[config.mk]
export PLATFORM = sky130hd
export DESIGN_NAME = mem_arb
export DESIGN_NICKNAME = d
export VERILOG_FILES = /design/src/rtl/mem_arb.sv
export SDC_FILE = /design/constraint.sdc
export NUM_CORES = 1
export LEC_CHECK = 0
export ABC_AREA = 1
export CORE_AREA = 2 2 107 109
export CTS_BUF_LIST = sky130_fd_sc_hd__clkbuf_4 sky130_fd_sc_hd__clkbuf_8
export CTS_CLUSTER_DIAMETER = 200
export DETAILED_ROUTE_END_ITERATION = 10
export DIE_AREA = 0 0 109 111
export GPL_TIMING_DRIVEN = 0
export PLACE_DENSITY = 0.73
export SYNTH_ARGS = -nofsm -noshare
export SYNTH_HDL_FRONTEND = slang
export SYNTH_SLANG_ARGS = --single-unit
[constraint.sdc]
create_clock -name clk -period 0.8 [get_ports clk]
set_clock_uncertainty 0.15 [all_clocks]
set_input_delay 0.08 -clock clk [delete_from_list [all_inputs] [get_ports clk]]
set_output_delay 0.08 -clock clk [all_outputs]
set_load 0.01 [all_outputs]
[src/rtl/mem_arb.sv]
// mem_arb: shares one single-port SRAM between instruction fetch (IFU) and load/store (LSU).
// Define MEM_ARB_STARVE_EN to compile in the IFU anti-starvation counter (limit STARVE_MAX).

module mem_arb #(
  parameter int unsigned STARVE_MAX = 4
) (
  input  logic        clk,
  input  logic        rst,
  // instruction fetch port
  input  logic [31:0] ifu_a,
  input  logic        ifu_e,
  output logic        ifu_gnt,
  output logic        ifu_rvld,
  output logic [31:0] ifu_rd,
  // load/store port
  input  logic [31:0] lsu_a,
  input  logic [3:0]  lsu_we,
  input  logic [31:0] lsu_wd,
  input  logic [3:0]  lsu_re,
  output logic        lsu_gnt,
  output logic        lsu_rvld,
  output logic [31:0] lsu_rd,
  // shared SRAM port
  output logic [31:0] mem_a,
  output logic [3:0]  mem_we,
  output logic [31:0] mem_wd,
  output logic [3:0]  mem_re,
  input  logic [31:0] mem_rd
);

  typedef enum logic [1:0] {
    TAG_NONE = 2'd0,
    TAG_IFU  = 2'd1,
    TAG_LSU  = 2'd2
  } tag_e;

  tag_e tag_q, tag_d;

  logic ifu_req;
  logic lsu_req;
  logic ifu_force;
  logic ifu_win;
  logic lsu_win;

  assign ifu_req = ifu_e;
  assign lsu_req = (|lsu_we) | (|lsu_re);

  // Nothing is granted while rst is high, so the SRAM sees no traffic during reset.
  assign ifu_win = !rst && ifu_req && (!lsu_req || ifu_force);
  assign lsu_win = !rst && lsu_req && !ifu_win;

`ifdef MEM_ARB_STARVE_EN
  localparam logic [2:0] STARVE_LIM = 3'(STARVE_MAX);

  logic [2:0] starve_cnt_q, starve_cnt_d;
  logic       conflict;

  assign conflict  = ifu_req && lsu_req;
  assign ifu_force = (starve_cnt_q == STARVE_LIM);

  always_comb begin
    // NOTE: assign a default first so every path drives the signal and no latch is inferred.
    starve_cnt_d = starve_cnt_q;
    if (ifu_win) begin
      starve_cnt_d = '0;
    end else if (conflict && lsu_win && (starve_cnt_q != STARVE_LIM)) begin
      starve_cnt_d = starve_cnt_q + 3'd1;
    end
  end

  always_ff @(posedge clk) begin
    // NOTE: sequential state uses non-blocking assignments so all flops update together.
    if (rst) begin
      starve_cnt_q <= '0;
    end else begin
      starve_cnt_q <= starve_cnt_d;
    end
  end
`else
  assign ifu_force = 1'b0;
`endif

  // The tag remembers which side owns the SRAM read data arriving next cycle.
  always_comb begin
    tag_d = TAG_NONE;
    if (ifu_win) begin
      tag_d = TAG_IFU;
    end else if (lsu_win && (|lsu_re)) begin
      tag_d = TAG_LSU;
    end
  end

  always_ff @(posedge clk) begin
    if (rst) begin
      tag_q <= TAG_NONE;
    end else begin
      tag_q <= tag_d;
    end
  end

  always_comb begin
    ifu_gnt  = ifu_win;
    lsu_gnt  = lsu_win;
    mem_a    = '0;
    mem_we   = '0;
    mem_wd   = '0;
    mem_re   = '0;
    if (ifu_win) begin
      mem_a  = ifu_a;
      mem_re = 4'hF;
    end else if (lsu_win) begin
      mem_a  = lsu_a;
      mem_we = lsu_we;
      mem_wd = lsu_wd;
      mem_re = lsu_re;
    end
  end

  // A read granted just before reset is dropped: rvld and data are masked while rst is high.
  always_comb begin
    ifu_rvld = !rst && (tag_q == TAG_IFU);
    lsu_rvld = !rst && (tag_q == TAG_LSU);
    ifu_rd   = rst ? '0 : mem_rd;
    lsu_rd   = rst ? '0 : mem_rd;
  end

  a_one_grant : assert property (@(posedge clk) !(ifu_gnt && lsu_gnt));
  a_one_rvld  : assert property (@(posedge clk) !(ifu_rvld && lsu_rvld));
  a_param_rng : assert property (@(posedge clk) (STARVE_MAX >= 1) && (STARVE_MAX <= 7));

endmodule

Yosys cells after proc, flatten, opt, wreduce, memory -nomap -nowiden. Index checks and enable logic that the tools add are counted.

Bits in registers: 2. Input bits: 139. Output and inout port bits: 140.

Eq/ne operators: 2. Muxes and demuxes: 11. Bitwise gates (word level): 1. Reductions and logical operators: 13.

Operator list (number): $mux 32 (5); $mux 4 (4); $reduce_or 4->1 (2); $logic_and 1x1->1 (7); $logic_not 1->1 (3); $eq 2x1->1 const B (1); $eq 2x2->1 const B (1); $mux 2 (1); $reduce_or 2->1 (1); $mux 1 (1); $or 1x1->1 (1).

Longest topological paths before layout. Gate-level depths: netlist (run 1).

Depth after elaboration: 9. Depth in mapped cells: 7.

Worst setup path after synthesis (run 1). No wires, ideal clock.

Kind: input to output. Start point: input port rst. End point: output port lsu_rd[10]. Data arrival time: 776 ps. Data required time: 570 ps. Path slack: -206 ps. Stages on the path: 4. Buffers on the path: 3. Path through: buf_2 > buf_2 > nor2_1 > buf_4.

Longest elaborated chain between the ends: 1.

RTL lines: start: declaration (RTL line 8) `input logic rst,`; $mux 32; end: declaration (RTL line 22) `output logic [31:0] lsu_rd,`.

No other way between the ends.

Worst setup path in the final report (run 1).
Start point: input port lsu_we[1]. End point: output port mem_a[29].

Longest elaborated chain between the ends: 8. Elaborated cells on any way between the ends: 9. Classes of those cells: 2 x mux; 1 x bitwise; 6 x reduce/logical.

RTL lines: start: declaration (RTL line 17) `input logic [3:0] lsu_we,`; $reduce_or 4->1 * (RTL line 46) `assign lsu_req = (|lsu_we) | (|lsu_re);`; $or 1x1->1 * (RTL line 46); $logic_not 1->1 (RTL line 49) `assign ifu_win = !rst && ifu_req && (!lsu_req || ifu_force);`; $logic_and 1x1->1 (RTL line 49); $logic_not 1->1 (RTL line 50) `assign lsu_win = !rst && lsu_req && !ifu_win;`; $logic_and 1x1->1 (RTL line 50); $mux 32 (RTL line 111) `end else if (lsu_win) begin`; $mux 32 * (RTL line 108) `if (ifu_win) begin`; end: declaration (RTL line 24) `output logic [31:0] mem_a,`.

Mark *: on every way between the ends. The rest lies on a longest branch, timed or not.

==> impl_metrics.py, run 1 <==
metrics = {
    "layout": {
        "final_nets": 798,
        "drive_gt1_share_pct": 68.0,
        "largest_register_ffs": 2,
        "area_growth_pct": 309,
        "max_flop_register": "tag_q",
        "fin_cells": 801,
        "reg.largest.list": "tag_q x2",
        "final_util_pct": 58.8,
        "nFillCells": 934,
    },
    "synthesis": {
        "yosysSeqAreaShare_pct": 2.51,
        "synth_fp_nets": 457,
        "synth-seq-cells": 2,
        "netlist_top_cells_count": "inv_1 (72), nand3_1 (65), nor2_1 (53), nand2_1 (44), buf_4 (34)",
        "ys_async_sr_fraction_pct": 0,
        "synth.distinct_cells": 15,
        "synth-main-ff-cell": "dfxtp_1",
        "synth_warnings": 0,
        "yosysMostFrequentCell": "inv_1",
        "netlist_area_mm2": 0.00159,
        "synthCells": 318,
        "syn_area_per_cell_um2": 5.01,
        "yosys.area.top_type": "nand3_1",
        "synth_edf_count": 0,
        "synth_top_area_share_pct": 20.4,
        "yosys-top-cells-area": "nand3_1 (20%), inv_1 (17%), buf_4 (16%)",
    },
    "global_route": {
        "grt_first_pass_wirelength_um": 17800,
        "grt_util_all_layers_pct": 18.9,
        "grt.overflow.total": 0,
        "grt_pass1_vias": 3477,
        "antenna_found_initial": 1,
        "grt_start_max_net_pins": 11,
    },
    "clock_network": {
        "clk_pin_slew_ns": 0.03,
        "postCtsHoldBufs": 0,
        "cts_buffer_depth": 2,
        "cts_tree": "built",
        "clkSinkCount": 2,
        "htreeDepth": 1,
        "cts_buffers": 3,
        "clockRootBuffer": "clkbuf_8",
    },
    "place": {
        "dp_slack_ns": -1.50,
        "dp_cells": 739,
        "hpwl_um": 8200,
        "place_congestion": 0.863,
        "io_buffer_count": 278,
    },
    "critical_path": {
        "critical_path_buf_inv_count": 6,
        "cp-start-kind": "input pin",
        "cp.depth": 11,
        "path_delay_family": "buffers and inverters",
        "critPathKind": "in -> out",
        "crit_fanout": 5,
        "arrival_ns": 1.17,
        "cp_slowest_cell": "nor2_4",
        "crit_chain": "buf_6 -> inv_6 -> nand2_4 -> nor2_4 -> nand2_8 -> buf_12 -> buf_8 -> buf_6 -> nand3_2 -> nand2_1 -> buf_2",
        "endpoint_kind": "output pin",
        "crit_required_ns": 0.57,
        "cpMostUsedCell": "buf_6",
        "slowest_delay_ns": 0.16,
    },
    "sta": {
        "clock.fmax_ghz": 0.713,
        "fin_crit_ns": 1.40,
        "rsz0062_at_grt": "yes",
        "hold_viol_final": 0,
        "slew_viol_final": 0,
        "setup_viol": 141,
        "worst_pin_slew_ns": 0.299,
        "setup_tns_ns": -50.44,
        "maxSlewHeadroom_pct": 80.1,
        "layout_setup_ws_ns": -0.602,
        "period_share_pct": 175,
    },
    "drt": {
        "drc": 0,
        "ant_nets": 0,
        "routed_via_density": 4.15,
        "wl_per_cell_um": 15.4,
        "firstDrtPassIters": 4,
        "vias": 3322,
        "routed_wl_um": 12400,
        "drtIter0Drc": 107,
    },
    "power_and_ir_drop": {
        "combPwrFrac_pct": 86.6,
        "p_sw_share_pct": 36.8,
        "internal_power_w": 0.00234,
        "power.switching_w": 0.00136,
        "peakVddDrop_uv": 340,
        "p_leak_nw": 3.16,
        "clkPwrFrac_pct": 10.5,
        "powerDensity_mw_per_mm2": 567,
        "seq_power_share_pct": 2.9,
    },
    "floorplanning": {
        "initial_utilization_pct": 14.4,
        "core-area_mm2": 0.0111,
        "fp.dieArea_mm2": 0.0121,
        "die_h_um": 111,
        "die_w_um": 109,
        "ios": 279,
        "core.rowCount": 39,
    },
    "outcome": {
        "violations": "setup timing",
        "status": "finished, violations left",
    },
    "flow_run": {
        "cap_violations": 0,
    },
    "worst_hold_path": {
        "whs_path_depth": 6,
        "min_path_type": "in -> reg",
    },
}
-- final cells by class --
cell class	instances	area, um^2	share of cell area, %
Tap cell	143	179	2.75
Multi-Input combinational cell	190	1730	26.5
Clock buffer	3	41.3	0.634
Sequential cell	2	41.3	0.634
Antenna cell	1	2.50	0.0384
Buffer	46	582	8.93
Inverter	75	304	4.67
Timing Repair Buffer	341	3640	55.9
-- power by group through the flow --
| stage | Sequential, W | Clock, W | Combinational (W) |
|---|---|---|---|
| after global routing | 0.000106 | 0.000419 | 0.00338 |
| after CTS | 0.000105 | 0.000408 | 0.00308 |
| after floorplan | 0.000106 | 0 | 0.00101 |
| after global placement | 0.000106 | 0 | 0.00251 |
| after detailed placement | 0.000106 | 0 | 0.00253 |
| final | 0.000106 | 0.000390 | 0.00320 |
-- layer usage --
metal | GRT usage [%] | routed length [um] | share of wire [%] | vias up
li1 | - | - | - | 1584
met1 | 18.9 | 4000 | 32 | 1517
met2 | 37.1 | 6850 | 55 | 193
met3 | 3.41 | 1080 | 8.8 | 28
met4 | 7.18 | 420 | 3.4 | 0
met5 | 0 | 0 | 0 | -
-- metrics by stage --
stage               area, um^2  hold slack [ns]  power, W
floorplan                 2100           0.0905   0.00111
global placement          5060            0.777   0.00261
detailed placement        5060            0.772   0.00264
CTS                       6280           0.0973   0.00359
global route              6520            0.235   0.00391
finish                    6520            0.196   0.00370
-- placed cells by master (no fill, tap or decap) --
cell / count
buf_12: 20
buf_16: 6
buf_2: 33
buf_4: 20
buf_6: 163
buf_8: 15
bufbuf_16: 1
clkbuf_8: 3
clkdlybuf4s50_1: 96
dfxtp_1: 1
dfxtp_2: 1
diode_2: 1
dlygate4sd2_1: 33
inv_1: 35
inv_2: 33
inv_4: 5
inv_6: 2
nand2_1: 28
nand2_2: 12
nand2_4: 4
nand2_8: 3
nand3_1: 16
nand3_2: 45
nand3_4: 4
nor2_1: 1
nor2_2: 6
nor2_4: 70
nor3_2: 1
-- final timing paths --
path,startpoint,endpoint,slack (ns)
setup / recovery,lsu_we[1],mem_a[29],-0.60
hold / removal,lsu_re[3],tag_q[1],0.20
-- cell families after synthesis --
| family | count (synthesis) | synth area share, % |
|---|---|---|
| buffers and inverters | 126 | 41.8 |
| flip-flops | 2 | 2.51 |
| AND/OR/NAND/NOR | 190 | 55.7 |
-- timing repair --
action / in CTS / in global routing
resized for setup: 920 / 76
setup endpoints to repair: 142 / 142
cloned: 15 / 0
pin swaps: 73 / 54
buffers inserted: 49 / 8
Note: power is estimated with default switching activity, not from simulation.
==> run 2: changes to the inputs <==
Settings changed: CAP_MARGIN from default to 20.
==> results of run 2 <==
Final layout, timing and power as in run 1 (identical DEF).
